**src/rtl/s_to_p.sv**
```systemverilog
// Serial-to-parallel frame collector: N samples of WIDTH bits become one frame, valid 1 clk after the last sample.
// No backpressure: unacked frames are dropped and o_overrun set; S2P_ALIGN_EN enables i_start re-alignment in FILL.
module s_to_p #(
   parameter int WIDTH = 10,
   parameter int N     = 64
) (
   input  logic               clk,
   input  logic               reset,
   input  logic               i_start,
   input  logic               i_valid,
   input  logic [WIDTH-1:0]   i_data,
   input  logic               i_frame_ack,
   output logic [N*WIDTH-1:0] o_frame,
   output logic               o_frame_valid,
   output logic               o_busy,
   output logic               o_overrun
);

   localparam int IDXW = (N > 1) ? $clog2(N) : 1;
   localparam logic [IDXW-1:0] LAST = IDXW'(N - 1);

   typedef enum logic {IDLE, FILL} state_t;

   state_t             state, state_nxt;
   logic [IDXW-1:0]    idx, idx_nxt, wr_slot;
   logic [N*WIDTH-1:0] frame_buf, buf_nxt;
   logic               fill, wr, at_last, complete, realign;

   always_comb begin
      fill     = (state == FILL);
      wr       = fill && i_valid;
      at_last  = (idx == LAST);
      complete = wr && at_last;
`ifdef S2P_ALIGN_EN
      // A completing sample finishes its frame; idx wraps to 0 anyway, so no realign is needed.
      realign  = fill && i_start && !complete;
`else
      realign  = 1'b0;
`endif
      wr_slot  = realign ? '0 : idx;

      buf_nxt = frame_buf;
      if (wr)
         buf_nxt[int'(wr_slot)*WIDTH +: WIDTH] = i_data;

      idx_nxt = idx;
      if (!fill)
         idx_nxt = '0;
      else if (realign)
         idx_nxt = i_valid ? IDXW'(1) : '0;
      else if (wr)
         idx_nxt = at_last ? '0 : idx + 1'b1;
   end

   always_ff @(posedge clk) begin
      if (reset)
         state <= IDLE;
      else
         state <= state_nxt;
   end

   always_comb begin
      state_nxt = state;
      case (state)
         IDLE:    if (i_start) state_nxt = FILL;
         FILL:    state_nxt = FILL;
         default: state_nxt = IDLE;
      endcase
   end

   always_comb begin
      o_busy = (state == FILL);
   end

   always_ff @(posedge clk) begin
      if (reset) begin
         idx           <= '0;
         frame_buf     <= '0;
         o_frame       <= '0;
         o_frame_valid <= 1'b0;
         o_overrun     <= 1'b0;
      end else begin
         idx       <= idx_nxt;
         frame_buf <= buf_nxt;
         if (complete && (!o_frame_valid || i_frame_ack)) begin
            o_frame       <= buf_nxt;
            o_frame_valid <= 1'b1;
         end else if (complete) begin
            o_overrun <= 1'b1;
         end else if (i_frame_ack) begin
            o_frame_valid <= 1'b0;
         end
      end
   end

endmodule

```
**config.mk**
```make
export PLATFORM = sky130hd
export DESIGN_NAME = s_to_p
export DESIGN_NICKNAME = d
export VERILOG_FILES = /design/src/rtl/s_to_p.sv
export SDC_FILE = /design/constraint.sdc
export NUM_CORES = 2
export LEC_CHECK = 0
export BUFFER_PORTS_ARGS = -buffer_cell sky130_fd_sc_hd__buf_4
export CAP_MARGIN = 10
export CORE_AREA = 4 4 323 325
export DETAILED_ROUTE_END_ITERATION = 12
export DIE_AREA = 0 0 327 329
export PLACE_DENSITY_LB_ADDON = 0.08
export SLEW_MARGIN = 40
export SYNTH_ARGS = -nofsm -noshare
export SYNTH_HDL_FRONTEND = slang
export SYNTH_SLANG_ARGS = --single-unit
```
**constraint.sdc**
```tcl
create_clock -name clk -period 10.6 [get_ports clk]
set_clock_uncertainty 0.05 [all_clocks]
set_input_delay 1.59 -clock clk [delete_from_list [all_inputs] [get_ports clk]]
set_output_delay 1.59 -clock clk [all_outputs]
set_load 0.02 [all_outputs]
```
==> impl_metrics.py <==
metrics = {
    "routing": {
        "routed_wl_mm": 225,
        "viasPerCell": 6.13,
        "drc": 0,
        "drtPass1Iterations": 5,
        "antenna_left": 0,
        "avgRoutedWirePerCell_um": 30.4,
        "drt_iter0_markers": 5365,
        "vias": 45231,
    },
    "placed_design": {
        "port_buffers": 657,
        "place_congestion": 1.02,
        "place_area_um2": 56100,
        "dp_hpwl_mm": 156,
    },
    "yosys": {
        "syn_inst": 5426,
        "synth.most_common_cell": "dfxtp_1",
        "postSynthAreaPerCell_um2": 9.09,
        "synth.mux.area_fraction_pct": 11.1,
        "ys_top_cells_by_count": "dfxtp_1, nor2_1, o21ai_0, a21oi_1, mux2i_1",
        "synthTopCellsByArea": "dfxtp_1, mux2i_1, o21ai_0",
        "yosys.area_share.simple_pct": 13.7,
        "synth.distinct_cells": 87,
        "synth_compound_area_share_pct": 18.6,
        "synth_top_family_by_area": "compound AO/OA/AOI/OAI gates",
        "yosysTopAreaCellShare_pct": 52.3,
        "synth_area_leader_cell": "dfxtp_1",
        "yosys_most_used_dff": "dfxtp_1",
        "ys_warn_count": 0,
        "synth_fp_nets": 5453,
        "syn_area_um2": 49300,
        "seq_area_frac_synth_pct": 52.3,
        "synth_edf_count": 0,
        "synth-seq-cells": 1289,
        "synth_fa_ha_area_share_pct": 0.320,
        "synthXorXnorAreaFrac_pct": 0.370,
        "async_flop_share_pct": 0,
    },
    "die": {
        "dieArea_um2": 108000,
        "die_w_um": 327,
        "pin_count": 658,
        "die_h_um": 329,
        "initial_utilization_pct": 48.6,
        "rows": 117,
        "fp.coreArea_um2": 101000,
    },
    "critical_path": {
        "timing.rr.end": "o_frame[126]",
        "crit_required_ns": 11.23,
        "crit_arrival_ns": 7.37,
        "slowest_stage": "mux2_2",
        "cp-end-kind": "flip-flop",
        "path_max_fanout": 25,
        "critPathKind": "flip-flop to flip-flop",
        "worstSetupEndpoint": "o_frame[126]",
        "critPathLaunchType": "flip-flop",
        "r2r-start": "idx[1]",
        "slowest_delay_ns": 0.83,
        "cp-startpoint": "idx[1]",
        "worst-r2r-setup-slack_ns": 3.87,
        "reg2reg_depth": 14,
        "cp_cell_sequence": "ha_1 -> ha_1 -> fa_1 -> a21o_1 -> a211oi_2 -> nor2_2 -> nor3_1 -> ha_2 -> nand2_1 -> nor3_2 -> mux2_2 -> nand3_1 -> or4_1 -> nand3_1",
    },
    "cts": {
        "cts_setup_buffers": 0,
        "cts.sinks": 1289,
        "cts_tree": "yes",
        "clockRootBuffer": "clkbuf_16",
        "cts.path.max_buffers": 3,
        "path_clk_slew_ns": 0.06,
        "htree_levels": 4,
        "cts_resized": 0,
        "clock_latency_ns": 0.77,
        "cts_buffers": 135,
        "holdBufCountCts": 0,
    },
    "timing": {
        "tns_ns": 0,
        "fmax_ghz": 0.149,
        "rsz0062_at_grt": "no",
        "min_period_over_period_pct": 63.5,
        "setup_viol": 0,
        "worstMarginPinSlew_ns": 1.05,
        "period_minus_slack_ns": 6.73,
        "final_max_slew_viol_count": 0,
        "hold_viol": 0,
        "relSlewSlack_pct": 29.4,
    },
    "power": {
        "power_density_nw_per_um2": 167,
        "peakVddDrop_uv": 108,
        "p_leak_nw": 24.4,
    },
    "cells_and_area": {
        "area_delta_synth_final_pct": 22.9,
        "drive_above_1_share_pct": 20.1,
        "fin_area_um2": 60600,
        "nNetsFinal": 5942,
    },
    "global_route": {
        "overflow": 0,
        "grt_max_degree": 189,
        "antenna_found_initial": 8,
        "grt_pass1_wl_mm": 310,
        "grt_pass1_vias": 41860,
        "grt_use_total_pct": 40.0,
    },
    "flow_run": {
        "maxCapViolations": 0,
    },
    "worst_hold_path": {
        "hp-class": "flip-flop to flip-flop",
        "hold_path_depth": 2,
    },
    "outcome": {
        "status": "completed",
    },
}
[placed cells by master, fill, tap and decap left out, drive strengths merged, types with 28 or more instances in the layout]
cell | Yosys | routed
nand2 | 327 | 327
nand3 | 198 | 198
clkbuf | 354 | 187
buf | 82 | 788
dfxtp | 1289 | 1289
nand4 | 52 | 52
a31oi | 44 | 44
o21ai | 663 | 663
o211ai | 28 | 28
nor2 | 714 | 714
o22ai | 49 | 49
a21oi | 541 | 541
clkinv | 4 | 34
mux2i | 523 | 523
a211oi | 62 | 62
nor3 | 131 | 131
[per-layer routing]
metal	share of wire (%)	global-route usage, %	routed length, um	vias up
li1	-	-	-	20258
met1	38	48.2	84200	21835
met2	44	61.4	98200	2446
met3	10	11.7	22500	680
met4	8.7	28.6	19500	12
met5	0.036	0	80	-
[stage by stage]
step / setup WS [ns] / power, mW / hold WS, ns / utilization [%] / cells
after floorplan: 5.96 / 5.20 / 0.382 / - / 5426
after CTS: 3.91 / 10.1 / 0.401 / 59.6 / 7375
after global routing: 3.63 / 10.3 / 0.415 / 59.7 / 7378
after detailed placement: 3.94 / 5.44 / 0.393 / 55.3 / 7143
after global placement: 3.99 / 5.43 / 0.386 / 54.8 / 7133
final: 3.87 / 10.1 / 0.401 / 59.7 / 7380
[registers in the layout, summed over array words and instances (netlist names)]
signal	cells
frame_buf	640
o_frame_valid	1
idx	6
o_frame	640
o_busy	1
o_overrun	1
[kinds of logic after synthesis]
kind of cell               Yosys count
AOI/OAI and AO/OA                 1572
xor gates and xnor gates            16
adders and majority gates           12
buffers and inverters              458
DFF                               1289
muxes                              541
and+or+nand+nor                   1538
[power breakdown]
group          switching, mW  internal, mW
sequential           0.00180          4.84
clock                   2.03          2.70
combinational          0.432        0.0903
total                   2.46          7.64
[worst max-delay path, delay by kind of cell, from the launching register on]
family | cells | cell delay [ns]
AND/OR/NAND/NOR | 7 | 2.74
flip-flops | 1 | 0.64
AO/OA/AOI/OAI | 2 | 0.86
adder cells (fa/ha/maj) | 4 | 1.46
multiplexers | 1 | 0.83
[final cells by class]
cell class / count / area [um2]
inverters: 22 / 90.1
diodes: 2 / 5.00
clock buffers: 187 / 3890
multi-input cells: 3679 / 22500
clock inverters: 45 / 503
fillers: 9158 / 40800
well taps: 1368 / 1710
flip-flops and latches: 1289 / 25800
repair buffers: 788 / 6130
[worst min path at each step]
stage	slack [ns]	from	endpoint
after detailed placement	0.39	o_frame[392]	o_frame[392]
after floorplan	0.38	frame_buf[146]	frame_buf[146]
after global placement	0.39	o_frame[133]	o_frame[133]
final	0.40	o_frame[199]	o_frame[199]
after global routing	0.42	o_frame[386]	o_frame[386]
after CTS	0.40	frame_buf[125]	frame_buf[125]
Power figures use the tool's default switching activity.
